==> src/rtl/seg7_pkg.sv <==
// Shared constants and types for the 7-segment scan capture block.
// Glyphs are active-low {g,f,e,d,c,b,a}.
package seg7_pkg;

  localparam logic [6:0] GLYPH_0     = 7'b1000000;
  localparam logic [6:0] GLYPH_1     = 7'b1111001;
  localparam logic [6:0] GLYPH_2     = 7'b0100100;
  localparam logic [6:0] GLYPH_3     = 7'b0110000;
  localparam logic [6:0] GLYPH_4     = 7'b0011001;
  localparam logic [6:0] GLYPH_5     = 7'b0010010;
  localparam logic [6:0] GLYPH_6     = 7'b0000010;
  localparam logic [6:0] GLYPH_7     = 7'b1111000;
  localparam logic [6:0] GLYPH_8     = 7'b0000000;
  localparam logic [6:0] GLYPH_9     = 7'b0010000;
  localparam logic [6:0] GLYPH_DASH  = 7'b0111111;
  localparam logic [6:0] GLYPH_BLANK = 7'b1111111;

  localparam logic [3:0] CODE_DASH  = 4'hA;
  localparam logic [3:0] CODE_BLANK = 4'hB;
  localparam logic [3:0] CODE_UNK   = 4'hF;

  typedef enum logic [0:0] {
    SCAN,
    HOLD
  } cap_state_t;

endpackage

==> src/rtl/seg7_scan_capture_if.sv <==
// Frame output handshake of seg7_scan_capture (valid/ready plus frame payload).
// SEG7_CAP_DP_EN adds the per-digit decimal-point field out_dp.
interface seg7_scan_capture_if #(
  parameter int unsigned NUM_DIGITS = 4
);
  logic                    out_valid;
  logic                    out_ready;
  logic [4*NUM_DIGITS-1:0] out_bcd;
  logic [NUM_DIGITS-1:0]   out_err;
`ifdef SEG7_CAP_DP_EN
  logic [NUM_DIGITS-1:0]   out_dp;

  modport master (output out_valid, output out_bcd, output out_err, output out_dp,
                  input out_ready);
  modport slave  (input out_valid, input out_bcd, input out_err, input out_dp,
                  output out_ready);
`else
  modport master (output out_valid, output out_bcd, output out_err, input out_ready);
  modport slave  (input out_valid, input out_bcd, input out_err, output out_ready);
`endif
endinterface

==> src/rtl/seg7_glyph_decode.sv <==
// Combinational active-low 7-segment glyph to BCD code decoder; unknown glyphs flag err.
module seg7_glyph_decode
  import seg7_pkg::*;
(
  input  logic [6:0] seg_n,
  output logic [3:0] code,
  output logic       err
);

  always_comb begin
    code = CODE_UNK;
    err  = 1'b0;
    case (seg_n)
      GLYPH_0:     code = 4'h0;
      GLYPH_1:     code = 4'h1;
      GLYPH_2:     code = 4'h2;
      GLYPH_3:     code = 4'h3;
      GLYPH_4:     code = 4'h4;
      GLYPH_5:     code = 4'h5;
      GLYPH_6:     code = 4'h6;
      GLYPH_7:     code = 4'h7;
      GLYPH_8:     code = 4'h8;
      GLYPH_9:     code = 4'h9;
      GLYPH_DASH:  code = CODE_DASH;
      GLYPH_BLANK: code = CODE_BLANK;
      default:     err  = 1'b1;
    endcase
  end

endmodule

==> src/rtl/seg7_scan_capture.sv <==
// Recovers per-digit BCD codes from a multiplexed active-low 7-segment bus and presents whole
// frames on a valid/ready interface. Macro SEG7_CAP_DP_EN adds decimal-point capture.
module seg7_scan_capture
  import seg7_pkg::*;
#(
  parameter int unsigned NUM_DIGITS    = 4,
  parameter int unsigned STABLE_CYCLES = 8
) (
  input  logic                  clk,
  input  logic                  rst,
  input  logic [6:0]            seg_n,
  input  logic [NUM_DIGITS-1:0] an_n,
`ifdef SEG7_CAP_DP_EN
  input  logic                  dp_n,
`endif
  seg7_scan_capture_if.master   out_if,
  output logic                  overrun
);

`ifdef SEG7_CAP_DP_EN
  localparam int unsigned SW = 8 + NUM_DIGITS;
`else
  localparam int unsigned SW = 7 + NUM_DIGITS;
`endif
  localparam int unsigned   CW      = $clog2(STABLE_CYCLES);
  localparam logic [CW-1:0] CNT_MAX = CW'(STABLE_CYCLES - 1);

  logic [SW-1:0]              pins, meta_q, sync_q, prev_q;
  logic [NUM_DIGITS-1:0]      an_s, act;
  logic [6:0]                 seg_s;
  logic                       one_hot, same, commit;
  logic [CW-1:0]              cnt_q, cnt_d;
  logic [NUM_DIGITS-1:0]      commit_vec;
  logic [3:0]                 dec_code;
  logic                       dec_err;
  logic [NUM_DIGITS-1:0][3:0] code_q;
  logic [NUM_DIGITS-1:0]      derr_q, seen_q, seen_d;
  logic                       frame_done, load, drop;
  cap_state_t                 state_q, state_d;
  logic [4*NUM_DIGITS-1:0]    bcd_q;
  logic [NUM_DIGITS-1:0]      err_q;
  logic                       ovr_q;

`ifdef SEG7_CAP_DP_EN
  logic [NUM_DIGITS-1:0] ddp_q, dp_q;
  assign pins = {dp_n, an_n, seg_n};
`else
  assign pins = {an_n, seg_n};
`endif

  // Synchronizers carry no reset; prev_q holds the sample before sync_q.
  always_ff @(posedge clk) begin
    meta_q <= pins;
    sync_q <= meta_q;
    prev_q <= sync_q;
  end

  assign seg_s   = sync_q[6:0];
  assign an_s    = sync_q[7 +: NUM_DIGITS];
  assign act     = ~an_s;
  assign one_hot = (act != '0) && ((act & (act - NUM_DIGITS'(1))) == '0);
  assign same    = (sync_q == prev_q);

  // Saturating run counter; commit only on the step that reaches CNT_MAX.
  always_comb begin
    cnt_d  = '0;
    commit = 1'b0;
    if (one_hot && same) begin
      if (cnt_q == CNT_MAX) begin
        cnt_d = cnt_q;
      end else begin
        cnt_d  = cnt_q + CW'(1);
        commit = (cnt_d == CNT_MAX);
      end
    end
  end

  assign commit_vec = commit ? act : '0;

  seg7_glyph_decode u_decode (
    .seg_n (seg_s),
    .code  (dec_code),
    .err   (dec_err)
  );

  always_ff @(posedge clk) begin
    if (rst) begin
      cnt_q  <= '0;
      code_q <= {NUM_DIGITS{CODE_BLANK}};
      derr_q <= '0;
      seen_q <= '0;
    end else begin
      cnt_q  <= cnt_d;
      seen_q <= seen_d;
      for (int i = 0; i < NUM_DIGITS; i++) begin
        if (commit_vec[i]) begin
          code_q[i] <= dec_code;
          derr_q[i] <= dec_err;
        end
      end
    end
  end

  assign frame_done = &seen_q;
  // A commit on the completion edge belongs to the next frame.
  assign seen_d     = (frame_done ? '0 : seen_q) | commit_vec;

  always_ff @(posedge clk) begin
    if (rst) begin
      state_q <= SCAN;
    end else begin
      state_q <= state_d;
    end
  end

  always_comb begin
    state_d = state_q;
    case (state_q)
      SCAN:    if (frame_done) state_d = HOLD;
      HOLD:    if (out_if.out_ready && !frame_done) state_d = SCAN;
      default: state_d = SCAN;
    endcase
  end

  always_comb begin
    load = 1'b0;
    drop = 1'b0;
    case (state_q)
      SCAN: load = frame_done;
      HOLD: begin
        load = frame_done && out_if.out_ready;
        drop = frame_done && !out_if.out_ready;
      end
      default: ;
    endcase
  end

  always_ff @(posedge clk) begin
    if (rst) begin
      bcd_q <= '0;
      err_q <= '0;
      ovr_q <= 1'b0;
    end else begin
      if (load) begin
        bcd_q <= code_q;
        err_q <= derr_q;
      end
      if (drop) ovr_q <= 1'b1;
    end
  end

`ifdef SEG7_CAP_DP_EN
  // Stored active-high: 1 = decimal point lit.
  always_ff @(posedge clk) begin
    if (rst) begin
      ddp_q <= '0;
      dp_q  <= '0;
    end else begin
      for (int i = 0; i < NUM_DIGITS; i++) begin
        if (commit_vec[i]) ddp_q[i] <= ~sync_q[SW-1];
      end
      if (load) dp_q <= ddp_q;
    end
  end
  assign out_if.out_dp = dp_q;
`endif

  assign out_if.out_valid = (state_q == HOLD);
  assign out_if.out_bcd   = bcd_q;
  assign out_if.out_err   = err_q;
  assign overrun          = ovr_q;

endmodule

==> src/flat_wrapper.sv <==
// flat-port wrapper written by rule: the top's interface ports become plain ports
module seg7_scan_capture_flat import seg7_pkg::*;
#(
  parameter int unsigned NUM_DIGITS    = 4,
  parameter int unsigned STABLE_CYCLES = 8
)
  (clk, rst, seg_n, an_n, overrun, out_if_out_valid, out_if_out_bcd, out_if_out_err, out_if_out_ready);
  seg7_scan_capture_if #(.NUM_DIGITS(NUM_DIGITS)) out_if_i ();
  input  logic clk;
  input  logic rst;
  input  logic [6:0] seg_n;
  input  logic [NUM_DIGITS-1:0] an_n;
  output logic overrun;
  output wire logic [$bits(out_if_i.out_valid)-1:0] out_if_out_valid;
  output wire logic [$bits(out_if_i.out_bcd)-1:0] out_if_out_bcd;
  output wire logic [$bits(out_if_i.out_err)-1:0] out_if_out_err;
  input wire logic [$bits(out_if_i.out_ready)-1:0] out_if_out_ready;
  assign out_if_out_valid = out_if_i.out_valid;
  assign out_if_out_bcd = out_if_i.out_bcd;
  assign out_if_out_err = out_if_i.out_err;
  assign out_if_i.out_ready = out_if_out_ready;
  seg7_scan_capture #(.NUM_DIGITS(NUM_DIGITS), .STABLE_CYCLES(STABLE_CYCLES)) u_core (.clk(clk), .rst(rst), .seg_n(seg_n), .an_n(an_n), .out_if(out_if_i), .overrun(overrun));
endmodule
==> config.mk <==
export PLATFORM = sky130hd
export DESIGN_NAME = seg7_scan_capture_flat
export DESIGN_NICKNAME = d
export VERILOG_FILES = /design/src/rtl/seg7_pkg.sv /design/src/rtl/seg7_scan_capture_if.sv /design/src/rtl/seg7_glyph_decode.sv /design/src/rtl/seg7_scan_capture.sv /design/src/flat_wrapper.sv
export SDC_FILE = /design/constraint.sdc
export NUM_CORES = 1
export LEC_CHECK = 0
export CAP_MARGIN = 0
export CORE_UTILIZATION = 49
export CTS_CLUSTER_DIAMETER = 120
export CTS_CLUSTER_SIZE = 8
export DETAILED_ROUTE_END_ITERATION = 8
export MAX_ROUTING_LAYER = met4
export PLACE_DENSITY = 0.74
export SYNTH_ARGS = -nofsm -noshare
export SYNTH_HDL_FRONTEND = slang
export SYNTH_SLANG_ARGS = --single-unit
export TNS_END_PERCENT = 1
==> constraint.sdc <==
create_clock -name clk -period 2.13 [get_ports clk]
set_input_delay 0.3195 -clock clk [delete_from_list [all_inputs] [get_ports clk]]
set_output_delay 0.3195 -clock clk [all_outputs]
set_load 0.01 [all_outputs]
=== Word level (Yosys, flattened, before mapping) ===
Cells that the tools add are included.

* Register bits: 82
* Bits in latches: 0
* Memory bits (writable): 0
* ROM bits: 0
* Input port bits: 14
* Output and inout port bits: 22
* Word-level logic and storage cells: 62
* Memories: 0

* Add/subtract/negate cells: 2
* Multiply operators: 0
* Div/mod/pow operators: 0
* Order comparisons: 0
* Equality and inequality tests: 14
* Shift-type cells: 0
* Muxes and demuxes: 11
* Bitwise gates (word level): 5
* Reduce and logical (&&, ||, !) cells: 13

{| class="wikitable"
|+ Operator list
! cell !! number
|-
| 4-bit one-hot mux with 12 select lines || 1
|-
| 7-bit equality test (second input constant) || 4
|-
| 7-bit by 5-bit equality test with 1-bit output (second input constant) || 3
|-
| 7-bit by 6-bit equality test with 1-bit output (second input constant) || 3
|-
| 12-bit OR reduction || 1
|-
| 11-bit equality test || 1
|-
| 4-bit 2-to-1 mux || 2
|-
| 7-bit by 2-bit equality test with 1-bit output (second input constant) || 1
|-
| 7-bit logical NOT || 1
|-
| 3-bit equality test (second input constant) || 2
|-
| 1-bit 2-to-1 mux || 6
|-
| 1-bit logical AND || 5
|-
| 4-bit bitwise AND || 1
|-
| 4-bit logical NOT || 1
|-
| 4-bit NOT || 1
|-
| 4-bit bitwise OR || 1
|-
| 1-bit one-hot mux with 2 select lines || 2
|-
| 4-bit AND reduction || 1
|-
| 4-bit nonzero test || 1
|-
| 4-bit by 1-bit subtractor with 4-bit output (second input constant) || 1
|-
| 3-bit by 1-bit adder with 3-bit output (second input constant) || 1
|-
| 1-bit logical NOT || 2
|-
| 1-bit NOT || 2
|-
| 2-bit OR reduction || 1
|}

=== Longest topological paths before layout ===
Gate-level depths: netlist (run 1).

* Depth after elaboration: 9
* Depth in mapped cells: 6
* Mapped depth without buffers: 6

=== By module ===
Synthesis (run 1) repeated with hierarchy kept, for this count alone.

* Cell total of the unflattened synthesis: 292
* Area total of the unflattened synthesis: 2864.0 µm²

{| class="wikitable"
|+ By module, submodules not included
! module !! times used !! cells each !! area each (µm²) !! sequential area each (µm²)
|-
| seg7_scan_capture || 1 || 258 || 2657.5 || 1641.6
|-
| seg7_glyph_decode || 1 || 34 || 206.4 || 0.0
|}

=== Worst setup path before layout (run 1) ===
OpenSTA, ideal clock, no wires.

* Path kind: register to register
* Start: register u_core.sync_q[3]
* End: register u_core.code_q[12] (netlist name)
* Library setup time: 122 ps
* Arrival: 1895 ps
* Required time: 2008 ps
* Setup slack: 113 ps
* Cell stages (with the launch flop): 7
* Period minus slack after synthesis: 2017 ps
* Path through: dfxtp_1 buf_2 or4b_2 a211o_2 o311a_1 and4bb_2 mux2i_1

* Word-level cells in the longest chain between the ends: 4
* Elaborated cells on any way between the ends: 17
* Those cells by class: 12 x eq/ne; 3 x mux; 2 x reduce/logical

{| class="wikitable"
|+ RTL lines
! element !! RTL line !! source
|-
| start, declared || seg7_scan_capture.sv:28 || <nowiki>logic [SW-1:0] pins, meta_q, sync_q, prev_q;</nowiki>
|-
| start signal, assigned || seg7_scan_capture.sv:54 || <nowiki>sync_q <= meta_q;</nowiki>
|-
| 11-bit equality test || seg7_scan_capture.sv:62 || <nowiki>assign same = (sync_q == prev_q);</nowiki>
|-
| 1-bit logical AND || seg7_scan_capture.sv:68 || <nowiki>if (one_hot && same) begin</nowiki>
|-
| 1-bit 2-to-1 mux || seg7_scan_capture.sv:68 ||
|-
| 4-bit 2-to-1 mux || seg7_scan_capture.sv:78 || <nowiki>assign commit_vec = commit ? act : '0;</nowiki>
|-
| end signal, assigned || seg7_scan_capture.sv:89 || <nowiki>code_q <= {NUM_DIGITS{CODE_BLANK}};</nowiki>
|-
| end signal, assigned by index || seg7_scan_capture.sv:97 || <nowiki>code_q[i] <= dec_code;</nowiki>
|-
| end, declared || seg7_scan_capture.sv:36 || <nowiki>logic [NUM_DIGITS-1:0][3:0] code_q;</nowiki>
|}

Several ways; a longest one is shown, not always the timed one.
A chain may end at the register's enable or synchronous reset.

=== Worst setup path in the final report (run 1) ===
Same ends and word-level chain as after synthesis.

==> qor.yml, run 1 <==
status: "completed"
dp_hpwl_um: 3740
antenna_cells: 0
crit_path_end_kind: "flip-flop"
num-fill-cells: 478
period_share_pct: 94.4
gr-usage-met1_pct: 24.0
wirelength_um: 5150
worstPathCellList: "or4b_2 > a211o_2 > o311a_1 > and4bb_2 > mux2i_1"
fmax_mhz: 497
cp_data_arrival_time_ns: 2.22
yosysWarnings: 0
gp_routability_congestion: 0.771
grt_max_degree: 47
cp_slowest_cell: "or4b_2"
hold_class: "flip-flop to flip-flop"
grt_util_met3_pct: 6.17
maxSlewViolCount: 0
setup_viol: 0
fp.dieArea_um2: 6370
worst_pin_slew_ns: 0.691
syn2layout_area_growth_pct: 22.0
die_w_um: 79.8
finalSetupTns_ns: 0
ys.flop_type: "dfxtp_1"
grt_usage_pct: 19.2
antenna_found_initial: 0
critical_path_class: "flip-flop to flip-flop"
io_pins: 36
critPathMaxFanout: 4
cts_tree: "yes"
power_density_nw_per_um2: 762
hold_viol: 0
dp.cells: 409
layout_min_cycle_time_ns: 2.01
final_cell_mix: "dfxtp_1 (81), nand2_1 (52), clkdlybuf4s50_1 (35), a21oi_1 (28), nor2_1 (25)"
ir_worst_vdd_mv: 0.444
port_buffers: 35
final_cells: 424
slew_headroom_pct: 54.0
power_w: 0.00276
viasPerCell: 5.14
hold_buffers: 0
fp-row-count: 27
grtUsageMet2_pct: 29.6
htree_levels: 3
layout.nets: 365
first_global_vias: 2040
synthDistinctLibCells: 42
rsz0062_at_grt: "no"
worst_slack_ns: 0.118
gr-max-usage-layer: "met2"
postRouteAntennaNets: 0
numClockSinks: 82
drt_pass1_iterations: 4
drive_above_1_share_pct: 12.2
synth_edf_count: 0
clockBufferDepth: 2
cap_violations: 0
cts_buffers: 9
overflow: 0
ys_async_sr_fraction_pct: 0
avgSynthCellArea_um2: 9.73
fin_worst_skew_ns: 0.00788
clock_latency_ns: 0.33
wl_per_cell_um: 12.1
multi_input_area_um2: 1240
start_util_pct: 52.3
max_stage_delay_ns: 0.67
grt_pass1_wl_um: 9090
cts_resized: 0
die_h_um: 79.8
synthCells: 305
ys_seq_area_share_pct: 55.3
synth_nets: 322
vias: 2179
core_um2: 5680
cts_root_buf: "clkbuf_8"
synth-seq-cells: 82
post_cts_buffers: 0
seqCellArea_um2: 1640
pre_cts_slack_ns: 0.115
layout_commonest_cell: "dfxtp_1"
clkTransAtPathRegs_ns: 0.07
syn_area_um2: 2970
crit_required_ns: 2.34
drt_iter0_markers: 108
start_kind: "flip-flop"
drc: 0
p_leak_nw: 1.45
## state kept, by name (all words and copies together), names as in the netlist, 3 cells and up
signal	cells
u_core.meta_q	11
u_core.sync_q	11
u_core.prev_q	11
u_core.out_if.out_err	4
u_core.code_q	16
u_core.cnt_q	3
u_core.seen_q	4
u_core.out_if.out_bcd	16
u_core.derr_q	4
## cell usage after synthesis (3+ instances only)
| library cell | number | area share (%) |
|---|---|---|
| buf_2 | 3 | 0.51 |
| nand4_1 | 4 | 0.84 |
| nand2_2 | 4 | 0.84 |
| mux2i_1 | 20 | 6.7 |
| o21ai_0 | 3 | 0.51 |
| nand4b_1 | 3 | 0.89 |
| a21oi_1 | 28 | 4.7 |
| xnor2_1 | 5 | 1.5 |
| clkbuf_1 | 12 | 1.5 |
| nand2b_1 | 12 | 2.5 |
| nand3_1 | 3 | 0.51 |
| nor2_1 | 25 | 3.2 |
| nand2_1 | 52 | 6.6 |
| inv_1 | 3 | 0.38 |
| xor2_1 | 7 | 2.1 |
| ha_1 | 3 | 1.3 |
| dfxtp_1 | 82 | 55 |
| nor3b_1 | 4 | 1.0 |
## through the flow
| stage | utilization [%] | area, um2 | hold WS, ns |
|---|---|---|---|
| finish | 63.8 | 3620 | 0.328 |
| global route | 63.8 | 3620 | 0.338 |
| detailed placement | 60.5 | 3440 | 0.312 |
| global placement | 60.5 | 3440 | 0.311 |
| floorplan | - | 2970 | 0.310 |
| CTS | 63.8 | 3620 | 0.331 |
## report_power, final
part / switching (W) / internal [W] / leakage [nW]
Combinational: 0.0000672 / 0.0000695 / 0.684
Clock: 0.000500 / 0.000533 / 0.0921
Sequential: 0.0000217 / 0.00157 / 0.673
Total: 0.000589 / 0.00217 / 1.45
## layer usage
metal | vias to the layer above | share of wire [%]
met2 | 50 | 48
li1 | 1124 | -
met5 | - | 0
met1 | 1003 | 48
met3 | 2 | 3.7
met4 | 0 | 0.60
## layout make-up
class,count,share of cell area (%)
timing repair buffer,48,12.4
clock buffer,10,3.52
multi-input combinational,204,34.4
tap,72,2.49
sequential,82,45.4
clock inverter,5,1.55
inverter,3,0.311
## kinds of logic after synthesis
group / Yosys count / synth area share, %
AOI/OAI and AO/OA: 43 / 8.55
and+or+nand+nor: 125 / 21.4
DFF: 82 / 55.3
adders and majority gates: 3 / 1.26
buffers and inverters: 19 / 2.78
xor gates and xnor gates: 12 / 3.54
muxes: 21 / 7.12
## final timing paths
path                    start                 to  slack [ns]  cells after the start
max          u_core.sync_q[3]  u_core.code_q[12]        0.12                      5
min          u_core.meta_q[6]   u_core.sync_q[6]        0.33                      0
max reg2reg  u_core.sync_q[3]  u_core.code_q[12]        0.12                      5
min reg2reg  u_core.meta_q[6]   u_core.sync_q[6]        0.33                      0
## worst max-delay path, delay by kind of cell, from the launching register on
kind	cells	cell delay [ns]
mux	1	0.09
simple gates	2	1.01
compound gates	2	0.45
flops	1	0.34
No activity file was read; power rests on OpenSTA's default activity.
==> inputs of run 2 (changes only) <==
- CORE_MARGIN: not set -> 4
- SLEW_MARGIN: not set -> 20
==> qor.yml, run 2 (same netlist as run 1, synthesis figures left out) <==
status: "completed"
start_kind: "flip-flop"
rsz0062_at_grt: "yes"
power_density_nw_per_um2: 780
r2r_cells: 5
io_pins: 36
crit_path_end_kind: "flip-flop"
drc: 0
wl_per_cell_um: 13.0
overflow: 0
die_h_um: 85.8
cts_buffers: 9
critPathMaxFanout: 11
dp_hpwl_um: 3930
cts_tree: "yes"
grt_pass1_wl_um: 9380
wirelength_um: 5600
crit_required_ns: 2.37
reg2reg_from: "u_core.sync_q[3]"
drt_pass1_iterations: 5
final_cell_mix: "dfxtp_1 (81), nand2_1 (52), clkdlybuf4s50_1 (35), a21oi_1 (28), nor2_1 (25)"
start_util_pct: 50.4
r2r_setup_slack_ns: 0.07
final_cells: 430
setup_viol: 0
maxSlewViolCount: 0
fin_worst_skew_ns: 0.0126
layout_min_cycle_time_ns: 2.06
layout_commonest_cell: "dfxtp_1"
antenna_cells: 0
hold_viol: 0
fp.dieArea_um2: 7370
p_leak_nw: 1.47
fmax_mhz: 485
period_share_pct: 96.9
hold_class: "flip-flop to flip-flop"
ir_worst_vdd_mv: 0.631
dp.cells: 413
slew_headroom_pct: 71.1
post-route-util_pct: 62.1
grt_max_degree: 47
core_um2: 5890
multi_input_area_um2: 1240
reg2reg_to: "u_core.code_q[0]"
gp_routability_congestion: 0.789
cp-startpoint: "u_core.sync_q[3]"
vias: 2209
first_global_vias: 2068
syn2layout_area_growth_pct: 23.1
postRouteAntennaNets: 0
seqCellArea_um2: 1650
power_w: 0.00285
fin_hold_ws_ns: 0.316
clock_latency_ns: 0.36
clkTransAtPathRegs_ns: 0.09
drt_iter0_markers: 104
critical_path_class: "flip-flop to flip-flop"
cp_data_arrival_time_ns: 2.31
viasPerCell: 5.14
cap_violations: 0
drive_above_1_share_pct: 13.2
crit_path_end: "u_core.code_q[0]"
numClockSinks: 82
clockBufferDepth: 2
htree_levels: 3
die_w_um: 85.8
fp-row-count: 28
layout.nets: 367
port_buffers: 35
num-fill-cells: 496
antenna_found_initial: 0
grt_usage_pct: 16.8
cts_root_buf: "clkbuf_8"
worst_pin_slew_ns: 0.434
run 2: cell count changes in the layout (fill, tap and decap cells not counted):
cell / previous run / this run
dfxtp_2: 1 / 0
dfxtp_4: 0 / 1
inv_6: 0 / 3
clkinv_4: 1 / 0
buf_4: 13 / 15
clkbuf_1: 1 / 0
run 2: timing repair:
| item | 4_1_cts | 5_1_grt |
|---|---|---|
| buffers inserted | 0 | 1 |
| hold buffers | 0 | 0 |
| endpoints found under the setup margin | 0 | 24 |
| gates resized for setup | 0 | 2 |
| hold endpoints to repair | 0 | 0 |
run 2: routing by layer:
metal | wire [um] | up-vias | GRT usage [%]
li1 | - | 1127 | -
met1 | 2570 | 1014 | 19.2
met2 | 2630 | 53 | 26.7
met3 | 257 | 15 | 5.28
met4 | 138 | 0 | 7.91
met5 | 0 | - | -
run 2: worst min path at each step:
stage	startpoint	end	slack, ns	depth (start not counted)
5_1_grt	u_core.meta_q[8]	u_core.sync_q[8]	0.33	0
4_1_cts	u_core.meta_q[8]	u_core.sync_q[8]	0.32	0
2_1_floorplan	u_core.meta_q[0]	u_core.sync_q[0]	0.31	0
3_3_place_gp	u_core.meta_q[8]	u_core.sync_q[8]	0.31	0
3_5_place_dp	u_core.meta_q[9]	u_core.sync_q[9]	0.31	0
6_report	u_core.meta_q[8]	u_core.sync_q[8]	0.32	0
run 2: through the flow:
stage	setup slack, ns	cell area (um2)	setup TNS, ns
2_1_floorplan	0.113	2970	0
3_3_place_gp	0.0920	3450	0
3_5_place_dp	0.0351	3450	0
4_1_cts	0.0112	3640	0
5_1_grt	-0.00643	3660	-0.00643
6_report	0.0668	3660	0
run 2: critical path, cell delays in order (launching register included):
cell      delay [ns]
dfxtp_4         0.38
or4b_2          0.68
a211o_2         0.34
o311a_1         0.13
and4bb_2        0.34
mux2i_1         0.08
run 2: report_power, final:
group / leakage (nW) / total, W / switching [W] / internal [W]
logic: 0.692 / 0.000137 / 0.0000674 / 0.0000694
clock network: 0.100 / 0.00113 / 0.000579 / 0.000549
registers: 0.674 / 0.00159 / 0.0000236 / 0.00156
total: 1.47 / 0.00285 / 0.000670 / 0.00218
run 2: final cells by class:
type	instances	area share, %
Clock inverter	7	2.02
Clock buffer	9	3.39
Multi-Input combinational cell	204	34.1
Inverter	3	0.308
Tap cell	75	2.57
Sequential cell	82	45.0
Timing Repair Buffer	50	12.7
==> inputs of run 3 (changes only) <==
- ABC_AREA: not set -> 0
- GPL_TIMING_DRIVEN: not set -> 0
==> qor.yml, run 3 (same netlist as run 1, synthesis figures left out) <==
status: "completed"
drt_pass1_iterations: 4
worst_slack_ns: 0.0725
max_stage_delay_ns: 0.54
cp_slowest_cell: "or4b_4"
port_buffers: 35
maxSlewViolCount: 0
critPathMaxFanout: 10
path_buf_inv: 1
wl_per_cell_um: 13.4
layout.nets: 368
r2r_setup_slack_ns: 0.07
viasPerCell: 5.14
grt_usage_pct: 16.6
finalSetupTns_ns: 0
drc: 0
overflow: 0
core_um2: 5890
cap_violations: 0
crit_family: "simple AND/OR/NAND/NOR gates"
first_global_vias: 2127
num-fill-cells: 516
period_share_pct: 96.6
crit_required_ns: 2.36
cts_root_buf: "clkbuf_8"
fmax_mhz: 486
vias: 2217
numClockSinks: 82
fp-row-count: 28
reg2reg_to: "u_core.code_q[0]"
hold_buffers: 0
clockBufferDepth: 2
cts_buffers: 9
io_pins: 36
critical_path_class: "flip-flop to flip-flop"
grt_max_degree: 15
r2r_cells: 6
worst_pin_slew_ns: 0.635
hold_viol: 0
layout_min_cycle_time_ns: 2.06
syn2layout_area_growth_pct: 24.8
die_w_um: 85.8
hold_class: "flip-flop to flip-flop"
grt_pass1_wl_um: 9480
final_cell_mix: "dfxtp_1 (82), nand2_1 (52), clkdlybuf4s50_1 (35), a21oi_1 (28), nor2_1 (25)"
drive_above_1_share_pct: 11.0
htree_levels: 3
p_leak_nw: 1.52
reg2reg_from: "u_core.sync_q[3]"
die_h_um: 85.8
layout_commonest_cell: "dfxtp_1"
hp-start: "u_core.meta_q[7]"
crit_path_end_kind: "flip-flop"
antenna_cells: 0
worstPathCellList: "buf_4 > or4b_4 > a211o_4 > o311a_1 > and4bb_2 > mux2i_1"
fp.dieArea_um2: 7370
start_kind: "flip-flop"
cp_data_arrival_time_ns: 2.29
gp_routability_congestion: 0.850
multi_input_area_um2: 1290
cts_tree: "yes"
min_path_cells: 0
fin_worst_skew_ns: 0.00493
clkTransAtPathRegs_ns: 0.08
cp.depth: 6
seqCellArea_um2: 1640
postRouteAntennaNets: 0
wirelength_um: 5770
antenna_found_initial: 0
power_density_nw_per_um2: 801
start_util_pct: 50.4
pre_cts_slack_ns: -0.120
power_w: 0.00297
clock_latency_ns: 0.34
hold_path_end: "u_core.sync_q[7]"
dp_hpwl_um: 4070
setup_viol: 0
fin_hold_ws_ns: 0.331
slew_headroom_pct: 57.0
ir_worst_vdd_mv: 0.703
drt_iter0_markers: 117
run 3: cell count changes in the layout (fill, tap and decap cells not counted), moves of 2 or more:
| cell | delta |
|---|---|
| clkinv_2 | -2 |
| nand2_2 | -4 |
| clkbuf_1 | +11 |
| inv_6 | -2 |
| buf_4 | -14 |
| clkbuf_4 | +2 |
| buf_6 | +2 |
| nand2_4 | +4 |
run 3: layout make-up:
class                      count  area share [%]
inverter                       3           0.304
multi-input combinational    204            34.9
clock buffer                  11            3.82
timing repair buffer          36            9.76
sequential                    82            44.3
clock inverter                 5            2.30
buffer                        15            2.06
tap                           75            2.53
run 3: power breakdown:
group	leakage, nW	switching (W)	internal, W
registers	0.673	0.0000214	0.00156
logic	0.736	0.0000709	0.0000676
clock network	0.110	0.000543	0.000699
total	1.52	0.000635	0.00233
run 3: routing by layer:
layer	vias to the layer above	GRT usage (%)	share of wire [%]	wire length [um]
met5	-	-	0	0
met4	0	8.20	1.5	89
met3	8	4.23	5.0	289
met2	56	27.3	49	2820
met1	1024	18.9	45	2570
li1	1129	-	-	-
run 3: per-stage QoR:
stage,cells,instance area [um2],util (%)
final,431,3700,62.9
after global routing,431,3700,62.9
after global placement,415,3410,58.0
after detailed placement,415,3410,58.0
after floorplan,305,2970,-
after CTS,432,3660,62.2
run 3: worst register-to-register path, cell delays in order, from the launching register on:
cell and delay (ns):
dfxtp_1 0.32, buf_4 0.17, or4b_4 0.54, a211o_4 0.37, o311a_1 0.12, and4bb_2 0.35, mux2i_1 0.08
run 3: worst max-delay path by stage:
stage                           from                        to  slack (ns)
floorplan           u_core.sync_q[3]         u_core.code_q[12]        0.11
global placement                 rst  u_core.out_if.out_err[3]       -0.09
detailed placement               rst  u_core.out_if.out_err[2]       -0.12
CTS                 u_core.sync_q[3]          u_core.code_q[4]       -0.03
global route        u_core.sync_q[5]          u_core.code_q[2]      -0.009
finish              u_core.sync_q[3]          u_core.code_q[0]        0.07
run 3: what timing repair did:
item	4_1_cts	5_1_grt
setup buffers	1	0
endpoints found under the hold margin	0	0
pin swaps	1	3
gates resized for setup	3	13
setup endpoints to repair	23	26
gates cloned	0	0
